<file path="src/rtl/rvsteel_pwm_pkg.sv">
// Shared register map and counter width for the rvsteel_pwm bus device.
package rvsteel_pwm_pkg;

    localparam int CNT_W = 16;

    // Word offsets, i.e. rw_address[4:2]
    localparam logic [2:0] REG_CTRL     = 3'd0;
    localparam logic [2:0] REG_PRESCALE = 3'd1;
    localparam logic [2:0] REG_PERIOD   = 3'd2;
    localparam logic [2:0] REG_COUNTER  = 3'd3;
    localparam logic [2:0] REG_DUTY0    = 3'd4;

    function automatic logic [CNT_W-1:0] merge_lanes(
        input logic [CNT_W-1:0] old_val,
        input logic [CNT_W-1:0] new_val,
        input logic [1:0]       strobe
    );
        merge_lanes = {strobe[1] ? new_val[15:8] : old_val[15:8],
                       strobe[0] ? new_val[7:0]  : old_val[7:0]};
    endfunction

endpackage

</file>
<file path="src/rtl/rvsteel_pwm_channel.sv">
// One PWM compare channel: double-buffered duty register and registered comparator.
module rvsteel_pwm_channel
    import rvsteel_pwm_pkg::*;
(
    input  logic             clock,
    input  logic             reset,
    input  logic             write_en,
    input  logic [CNT_W-1:0] write_data,
    input  logic [1:0]       write_strobe,
    input  logic             load,
    input  logic             enable,
    input  logic [CNT_W-1:0] counter,
    output logic [CNT_W-1:0] duty_shadow,
    output logic             pwm
);

    logic [CNT_W-1:0] duty_active;

    // load samples the shadow before a same-cycle write lands, so such a
    // write only becomes active at the following period boundary.
    always_ff @(posedge clock or negedge reset) begin
        if (!reset) begin
            duty_shadow <= '0;
            duty_active <= '0;
            pwm         <= 1'b0;
        end else begin
            if (write_en) duty_shadow <= merge_lanes(duty_shadow, write_data, write_strobe);
            if (load)     duty_active <= duty_shadow;
            pwm <= enable && (counter < duty_active);
        end
    end

endmodule

</file>
<file path="src/rtl/rvsteel_pwm.sv">
// PWM bus device: shared prescaler and 16-bit period counter driving NUM_CHANNELS outputs.
// Bus: a request held for one cycle yields a one-cycle response pulse the next cycle.
module rvsteel_pwm
    import rvsteel_pwm_pkg::*;
#(
    parameter int NUM_CHANNELS = 4
) (
    input  logic                    clock,
    input  logic                    reset,
    input  logic [4:0]              rw_address,
    output logic [31:0]             read_data,
    input  logic                    read_request,
    output logic                    read_response,
    input  logic [31:0]             write_data,
    input  logic [3:0]              write_strobe,
    input  logic                    write_request,
    output logic                    write_response,
    output logic [NUM_CHANNELS-1:0] pwm_out
);

    logic [2:0]       word;
    logic             en;
    logic [CNT_W-1:0] prescale;
    logic [CNT_W-1:0] pre_cnt;
    logic [CNT_W-1:0] counter;
    logic [CNT_W-1:0] period_shadow;
    logic [CNT_W-1:0] period_active;
    logic             tick;
    logic             wrap;
    logic             load;
    logic [31:0]      rdata;
    logic [CNT_W-1:0] duty_shadow [NUM_CHANNELS];

    logic unused_bits;
    assign unused_bits = ^{rw_address[1:0], write_data[31:16], write_strobe[3:2]};

    assign word = rw_address[4:2];
    assign tick = en && (pre_cnt == prescale);
    assign wrap = tick && (counter == period_active);
    // Active copies track the shadows continuously while stopped.
    assign load = !en || wrap;

    always_ff @(posedge clock or negedge reset) begin
        if (!reset) begin
            en            <= 1'b0;
            prescale      <= '0;
            period_shadow <= '0;
            period_active <= '0;
            pre_cnt       <= '0;
            counter       <= '0;
        end else begin
            if (write_request && word == REG_CTRL && write_strobe[0])
                en <= write_data[0];
            if (write_request && word == REG_PRESCALE)
                prescale <= merge_lanes(prescale, write_data[15:0], write_strobe[1:0]);
            if (write_request && word == REG_PERIOD)
                period_shadow <= merge_lanes(period_shadow, write_data[15:0], write_strobe[1:0]);
            if (load)
                period_active <= period_shadow;

            if (!en) begin
                pre_cnt <= '0;
                counter <= '0;
            end else if (tick) begin
                pre_cnt <= '0;
                counter <= wrap ? '0 : counter + 1'b1;
            end else begin
                pre_cnt <= pre_cnt + 1'b1;
            end
        end
    end

    generate
        for (genvar i = 0; i < NUM_CHANNELS; i++) begin : g_ch
            rvsteel_pwm_channel u_ch (
                .clock        (clock),
                .reset        (reset),
                .write_en     (write_request && (word == REG_DUTY0 + 3'(i))),
                .write_data   (write_data[15:0]),
                .write_strobe (write_strobe[1:0]),
                .load         (load),
                .enable       (en),
                .counter      (counter),
                .duty_shadow  (duty_shadow[i]),
                .pwm          (pwm_out[i])
            );
        end
    endgenerate

    always_comb begin
        rdata = '0;
        case (word)
            REG_CTRL:     rdata = {31'b0, en};
            REG_PRESCALE: rdata = {16'b0, prescale};
            REG_PERIOD:   rdata = {16'b0, period_shadow};
            REG_COUNTER:  rdata = {16'b0, counter};
            default: begin
                for (int i = 0; i < NUM_CHANNELS; i++) begin
                    if (word == REG_DUTY0 + 3'(i)) rdata = {16'b0, duty_shadow[i]};
                end
            end
        endcase
    end

    always_ff @(posedge clock or negedge reset) begin
        if (!reset) begin
            read_data      <= '0;
            read_response  <= 1'b0;
            write_response <= 1'b0;
        end else begin
            read_data      <= read_request ? rdata : '0;
            read_response  <= read_request;
            write_response <= write_request;
        end
    end

endmodule
</file>
<file path="config.mk">
export PLATFORM = sky130hd
export DESIGN_NAME = rvsteel_pwm
export DESIGN_NICKNAME = d
export VERILOG_FILES = /design/src/rtl/rvsteel_pwm_pkg.sv /design/src/rtl/rvsteel_pwm_channel.sv /design/src/rtl/rvsteel_pwm.sv
export SDC_FILE = /design/constraint.sdc
export NUM_CORES = 1
export LEC_CHECK = 0
export BUFFER_PORTS_ARGS = -buffer_cell sky130_fd_sc_hd__clkbuf_2
export CAP_MARGIN = 20
export CORE_AREA = 4 4 166 168
export DETAILED_ROUTE_END_ITERATION = 7
export DIE_AREA = 0 0 170 172
export PLACE_DENSITY = 0.65
export REMOVE_ABC_BUFFERS = 1
export SKIP_LAST_GASP = 1
export SYNTH_ARGS = -nofsm -noshare
export SYNTH_HDL_FRONTEND = slang
export SYNTH_SLANG_ARGS = --single-unit
export TNS_END_PERCENT = 10
</file>
<file path="constraint.sdc">
create_clock -name clock -period 3.7 [get_ports clock]
set_clock_uncertainty 0.15 [all_clocks]
set_input_delay 0.74 -clock clock [delete_from_list [all_inputs] [get_ports clock]]
set_output_delay 0.74 -clock clock [all_outputs]
set_load 0.01 [all_outputs]
</file>
==> results.py, run 1 <==
metrics = {
    "status": {
        "outcome": "finished clean",
    },
    "detailed_routing": {
        "avgRoutedWirePerCell_um": 19.4,
        "avgViaCountPerCell": 5.53,
        "vias": 8060,
        "drc": 0,
        "drt_iter0_drc": 644,
        "drt_pre_antenna_iters": 5,
        "postRouteAntennaNets": 0,
        "routed_wl_um": 28300,
    },
    "setup_path": {
        "critPathRequiredTime_ns": 3.94,
        "critPathMaxFanout": 67,
        "end_kind": "flip-flop",
        "path_class": "flip-flop to flip-flop",
        "arrival_ns": 3.17,
        "cp-start-kind": "flip-flop",
    },
    "finish": {
        "multi_input_area_sq_um": 5450,
        "drive_gt1_frac": 0.210,
        "final_area_sq_um": 13200,
        "nNetsFinal": 1217,
        "areaGrowthSynthToFinish_pct": 11.4,
        "fill_cells": 2279,
        "finalCoreUtilization": 0.510,
        "diodes": 0,
        "seq_area_sq_um": 5780,
    },
    "clock_tree": {
        "ctsResizeCount": 0,
        "clk_latency_ns": 0.52,
        "numCtsBuffers": 25,
        "cts_sinks": 231,
        "htreeDepth": 1,
        "cts_tree": "done",
        "clk_pin_slew_worst_paths_ns": 0.06,
        "postCtsSetupRepairBufs": 0,
        "hold_buffers": 0,
        "root_buffer": "clkbuf_16",
        "clk_path_buf_depth": 3,
    },
    "floorplanning": {
        "rows": 59,
        "dieArea_sq_um": 29200,
        "ios": 83,
        "die_h_um": 172,
        "floorplan.die.width_um": 170,
        "core_sq_um": 25900,
        "start_util": 0.458,
    },
    "global_routing": {
        "grt.total_usage": 0.196,
        "grt_pass1_wl_um": 45200,
        "grt_overflow": 0,
        "grt_antenna_before_repair": 0,
        "grt_max_degree": 74,
        "first_global_vias": 7990,
    },
    "power": {
        "powerDensity_nw_per_um2": 587,
        "finalPower_mw": 7.76,
        "ir_drop_mv": 0.306,
        "leakagePower_nw": 6.19,
    },
    "synthesis": {
        "ys.flop_type": "dfrtp_1",
        "synth_commonest_cells": "dfrtp_1 (231), mux2_2 (97), nand2_1 (85), inv_1 (67), ha_1 (62)",
        "synth-edff-count": 0,
        "synth_cell_type_count": 51,
        "yosys.area.top_type": "dfrtp_1",
        "synth_top_area_share": 0.487,
        "seq_area_frac_synth": 0.487,
        "synth_area_sq_um": 11900,
        "syn_area_per_cell_sq_um": 11.2,
        "async_reset_ff_frac": 1.00,
        "netlist_instances": 1060,
        "synthTopCellsByArea": "dfrtp_1 (49%), mux2_2 (9.2%), ha_1 (6.5%)",
        "synth_seq_cells": 231,
        "ys_warn_count": 0,
        "yosysMostFrequentCell": "dfrtp_1",
    },
    "sta": {
        "setup-violations-final": 0,
        "whs_ns": 0.00154,
        "worst_slack_ns": 0.777,
        "max_slew.worst_pin.slew_ns": 0.681,
        "period_share": 0.790,
        "relSlewSlack": 0.546,
        "drv_slew": 0,
        "fin_crit_ns": 2.92,
        "clock.fmax_mhz": 342,
        "rsz0062_at_grt": "false",
        "hold_violations": 0,
    },
    "placement": {
        "port_buffers": 46,
        "dp_slack_ns": 0.795,
        "gp_congestion": 0.869,
        "place_area_sq_um": 12500,
        "dp_hpwl_um": 20000,
    },
    "job": {
        "cap_violations": 0,
    },
    "hold_path": {
        "hp-class": "input pin to asynchronous set/reset pin",
    },
}
-- state kept, by name, indices dropped and copies added (netlist names) --
register,flops
prescale,16
write_response,1
period_active,16
read_response,1
en,1
read_data,16
g_ch.u_ch.duty_shadow,64
pre_cnt,16
counter,16
g_ch.u_ch.pwm,4
period_shadow,16
g_ch.u_ch.duty_active,64
-- cell type report --
cell class,count,area share
clock buffer,39,0.0543
clock inverter,1,0.00227
inverter,67,0.0190
multi-input combinational,704,0.413
sequential,231,0.437
tap,335,0.0317
timing repair buffer,81,0.0428
-- worst max-delay path, cell delays in order (launching register included) --
cell and delay [ns]:
dfrtp_1 0.63, xor2_1 0.19, or3_1 0.34, or4_4 0.46, o31ai_4 0.30, buf_12 0.34, mux2_1 0.36
-- power breakdown --
part	switching [mW]	internal (mW)	leakage, nW
logic	1.04	0.843	2.91
registers	0.376	3.15	2.92
clock network	0.964	1.38	0.363
-- through the flow --
step                instances  TNS [ns]
finish                   1458         0
detailed placement       1418         0
global route             1458         0
CTS                      1458         0
floorplan                1002   -100.88
global placement         1418         0
-- routing by layer --
metal	track usage	vias to the layer above	wire length, um	share of wire
met5	0	-	0	0
met4	0.0597	0	849	0.030
met3	0.0263	55	1100	0.039
met2	0.307	138	12700	0.45
met1	0.287	4045	13600	0.48
li1	-	3822	-	-
-- logic make-up (layout without fill, tap and decap cells) --
kind of cell,count (synthesis),after routing,share of synthesized area
compound gates,182,182,0.0924
xor+xnor,47,47,0.0347
fa+ha+maj,62,62,0.0654
buf+inv,140,188,0.0581
flops,231,231,0.487
mux,150,150,0.157
other cells,1,16,0.000316
simple gates,247,247,0.105
-- layout by cell type, fill, tap and decap left out, types with 9 or more instances in the layout --
cell type / n
xnor2_1: 16
a21oi_1: 53
nor2_1: 34
dfrtp_1: 231
clkbuf_2: 44
clkbuf_1: 10
a211oi_1: 18
nor3_1: 13
mux2_2: 97
nor2b_1: 19
nand4_1: 13
conb_1: 16
clkbuf_16: 25
buf_4: 30
mux2_1: 20
inv_1: 67
o21ai_1: 60
nand2_1: 85
xor2_1: 31
a21o_1: 17
nand3_1: 28
ha_1: 62
mux4_2: 17
o21ai_0: 9
mux2i_1: 16
-- final timing paths --
kind	cells after the start	endpoint	from	slack, ns
worst min register to register	1	g_ch[3].u_ch.duty_active[0]	g_ch[3].u_ch.duty_active[0]	0.34
min in group clock	1	write_response	write_request	0.25
worst min-delay path	1	g_ch[0].u_ch.duty_active[4]	reset	0.002
worst max-delay path	6	g_ch[1].u_ch.duty_active[0]	counter[13]	0.78
worst max register to register	6	g_ch[1].u_ch.duty_active[0]	counter[13]	0.78
max in group asynchronous	2	pre_cnt[9]	reset	2.63
Power figures use the tool's default switching activity.
==> run 2, diff against run 1 <==
==> constraint.sdc (replaced) <==
create_clock -name clock -period 2.7 [get_ports clock]
set_clock_uncertainty 0.15 [all_clocks]
set_input_delay 0.54 -clock clock [delete_from_list [all_inputs] [get_ports clock]]
set_output_delay 0.54 -clock clock [all_outputs]
set_load 0.01 [all_outputs]
==> results.py, run 2 (synthesized netlist as in run 1, its figures left out) <==
metrics = {
    "status": {
        "outcome": "complete, but fails checks",
        "failed_checks": "setup timing",
    },
    "finish": {
        "final_area_sq_um": 13700,
        "drive_gt1_frac": 0.239,
        "nNetsFinal": 1249,
        "final_common_cell": "dfrtp_1",
        "seq_area_sq_um": 5780,
        "diodes": 0,
        "fill_cells": 2234,
        "multi_input_area_sq_um": 5460,
        "reg.largest.list": "g_ch.u_ch.duty_active (64), g_ch.u_ch.duty_shadow (64)",
        "final_cell_mix": "dfrtp_1 (231), mux2_2 (97), nand2_1 (85)",
        "areaGrowthSynthToFinish_pct": 15.1,
    },
    "hold_path": {
        "hp-class": "input pin to flip-flop",
        "hold_depth": 1,
        "min_to": "write_response",
        "min_from": "write_request",
    },
    "floorplanning": {
        "start_util": 0.458,
        "die_h_um": 172,
        "dieArea_sq_um": 29200,
        "floorplan.die.width_um": 170,
        "core_sq_um": 25900,
        "rows": 59,
        "ios": 83,
    },
    "setup_path": {
        "rr_worst_depth": 6,
        "cp-start-kind": "flip-flop",
        "path_class": "flip-flop to flip-flop",
        "critPathRequiredTime_ns": 2.96,
        "end_kind": "flip-flop",
        "rr_endpoint": "period_active[10]",
        "arrival_ns": 2.99,
        "r2r_slack_ns": -0.03,
        "critPathMaxFanout": 8,
        "rr_startpoint": "period_active[15]",
    },
    "detailed_routing": {
        "avgRoutedWirePerCell_um": 19.4,
        "postRouteAntennaNets": 0,
        "drt_pre_antenna_iters": 5,
        "vias": 8225,
        "drt_iter0_drc": 570,
        "avgViaCountPerCell": 5.50,
        "routed_wl_um": 29100,
        "drc": 0,
    },
    "power": {
        "power_frac_clock": 0.320,
        "p_switching_mw": 3.39,
        "ir_drop_mv": 0.569,
        "powerDensity_nw_per_um2": 814,
        "combPwrFrac": 0.244,
        "power_frac_seq": 0.436,
        "leakagePower_nw": 6.45,
        "switching_share": 0.305,
        "p_int_mw": 7.73,
    },
    "sta": {
        "rsz0062_at_grt": "true",
        "clock.fmax_mhz": 366,
        "relSlewSlack": 0.610,
        "fin_crit_ns": 2.73,
        "whs_ns": 0.0420,
        "setup-violations-final": 16,
        "hold_violations": 0,
        "worst_slack_ns": -0.0298,
        "period_share": 1.01,
        "drv_slew": 0,
        "max_slew.worst_pin.slew_ns": 0.585,
        "tns_ns": -0.208,
    },
    "clock_tree": {
        "numCtsBuffers": 26,
        "clk_path_buf_depth": 3,
        "htreeDepth": 1,
        "postCtsSetupRepairBufs": 0,
        "cts_sinks": 231,
        "clk_latency_ns": 0.53,
        "cts_tree": "done",
        "clk_pin_slew_worst_paths_ns": 0.06,
        "root_buffer": "clkbuf_16",
    },
    "global_routing": {
        "grt_pass1_wl_um": 46700,
        "grt.total_usage": 0.202,
        "grt_overflow": 0,
        "first_global_vias": 8331,
        "grt_antenna_before_repair": 0,
        "grt_max_degree": 74,
    },
    "placement": {
        "place_area_sq_um": 12700,
        "port_buffers": 46,
        "gp_congestion": 0.829,
        "dp_hpwl_um": 20700,
    },
    "job": {
        "cap_violations": 0,
    },
}
==> run 2: cell count changes in the layout (fill, tap and decap cells not counted), sizes merged <==
| cell | delta |
|---|---|
| dlygate4sd3 | +1 |
| clkinvlp | +1 |
| bufinv | +1 |
| clkinv | +5 |
| buf | +28 |
| clkbuf | +2 |
==> run 2: what timing repair did <==
item,CTS,global route
pin swaps,0,2
cloned,0,3
endpoints found under the hold margin,69,0
setup endpoints to repair,10,83
hold buffers,1,0
resized for setup,1,6
==> run 2: metal layers <==
metal,GRT usage,share of wire,wire length (um),vias up
li1,-,-,-,3869
met2,0.324,0.47,13800,160
met1,0.290,0.45,13100,4154
met4,0.0524,0.025,717,0
met5,0,0,0,-
met3,0.0338,0.052,1530,42
==> run 2: worst max-delay path by stage <==
| stage | slack [ns] | from | cells past startpoint | to |
|---|---|---|---|---|
| 4_1_cts | -0.02 | period_active[15] | 8 | g_ch[2].u_ch.duty_active[8] |
| 2_1_floorplan | -2.40 | counter[7] | 5 | g_ch[0].u_ch.duty_active[0] |
| 3_5_place_dp | -0.03 | period_active[15] | 6 | period_active[2] |
| 5_1_grt | -0.1 | period_active[15] | 6 | period_active[9] |
| 6_report | -0.03 | period_active[15] | 6 | period_active[10] |
| 3_3_place_gp | 0.01 | period_active[15] | 6 | period_active[5] |
==> run 2: power groups by stage <==
stage / Combinational (mW) / Sequential, mW / Clock [mW]
final: 2.71 / 4.84 / 3.56
after floorplan: 1.77 / 4.77 / 0
after global placement: 2.57 / 4.87 / 0
after CTS: 2.66 / 4.84 / 3.61
after detailed placement: 2.65 / 4.90 / 0
after global routing: 3.06 / 4.95 / 3.79
==> run 2: layout make-up <==
type | instances | area share
timing repair buffer | 112 | 0.0644
tap | 335 | 0.0307
inverter | 67 | 0.0184
multi-input combinational | 704 | 0.400
clock inverter | 8 | 0.00678
sequential | 231 | 0.423
clock buffer | 39 | 0.0564
==> run 2: critical path, stage by stage (launching register included) <==
cell and delay, ns:
dfrtp_1 0.38, xor2_1 0.18, or4b_1 0.52, or4_4 0.47, o31ai_4 0.35, buf_6 0.23
mux2_1 0.33
==> run 2: per-stage QoR <==
step	std cells	worst slack, ns	utilization	total power [mW]
floorplan	1002	-2.40	-	6.54
global route	1496	-0.0954	0.527	11.8
finish	1496	-0.0298	0.527	11.1
detailed placement	1445	-0.0332	0.490	7.54
global placement	1445	0.00960	0.490	7.44
CTS	1493	-0.0210	0.524	11.1
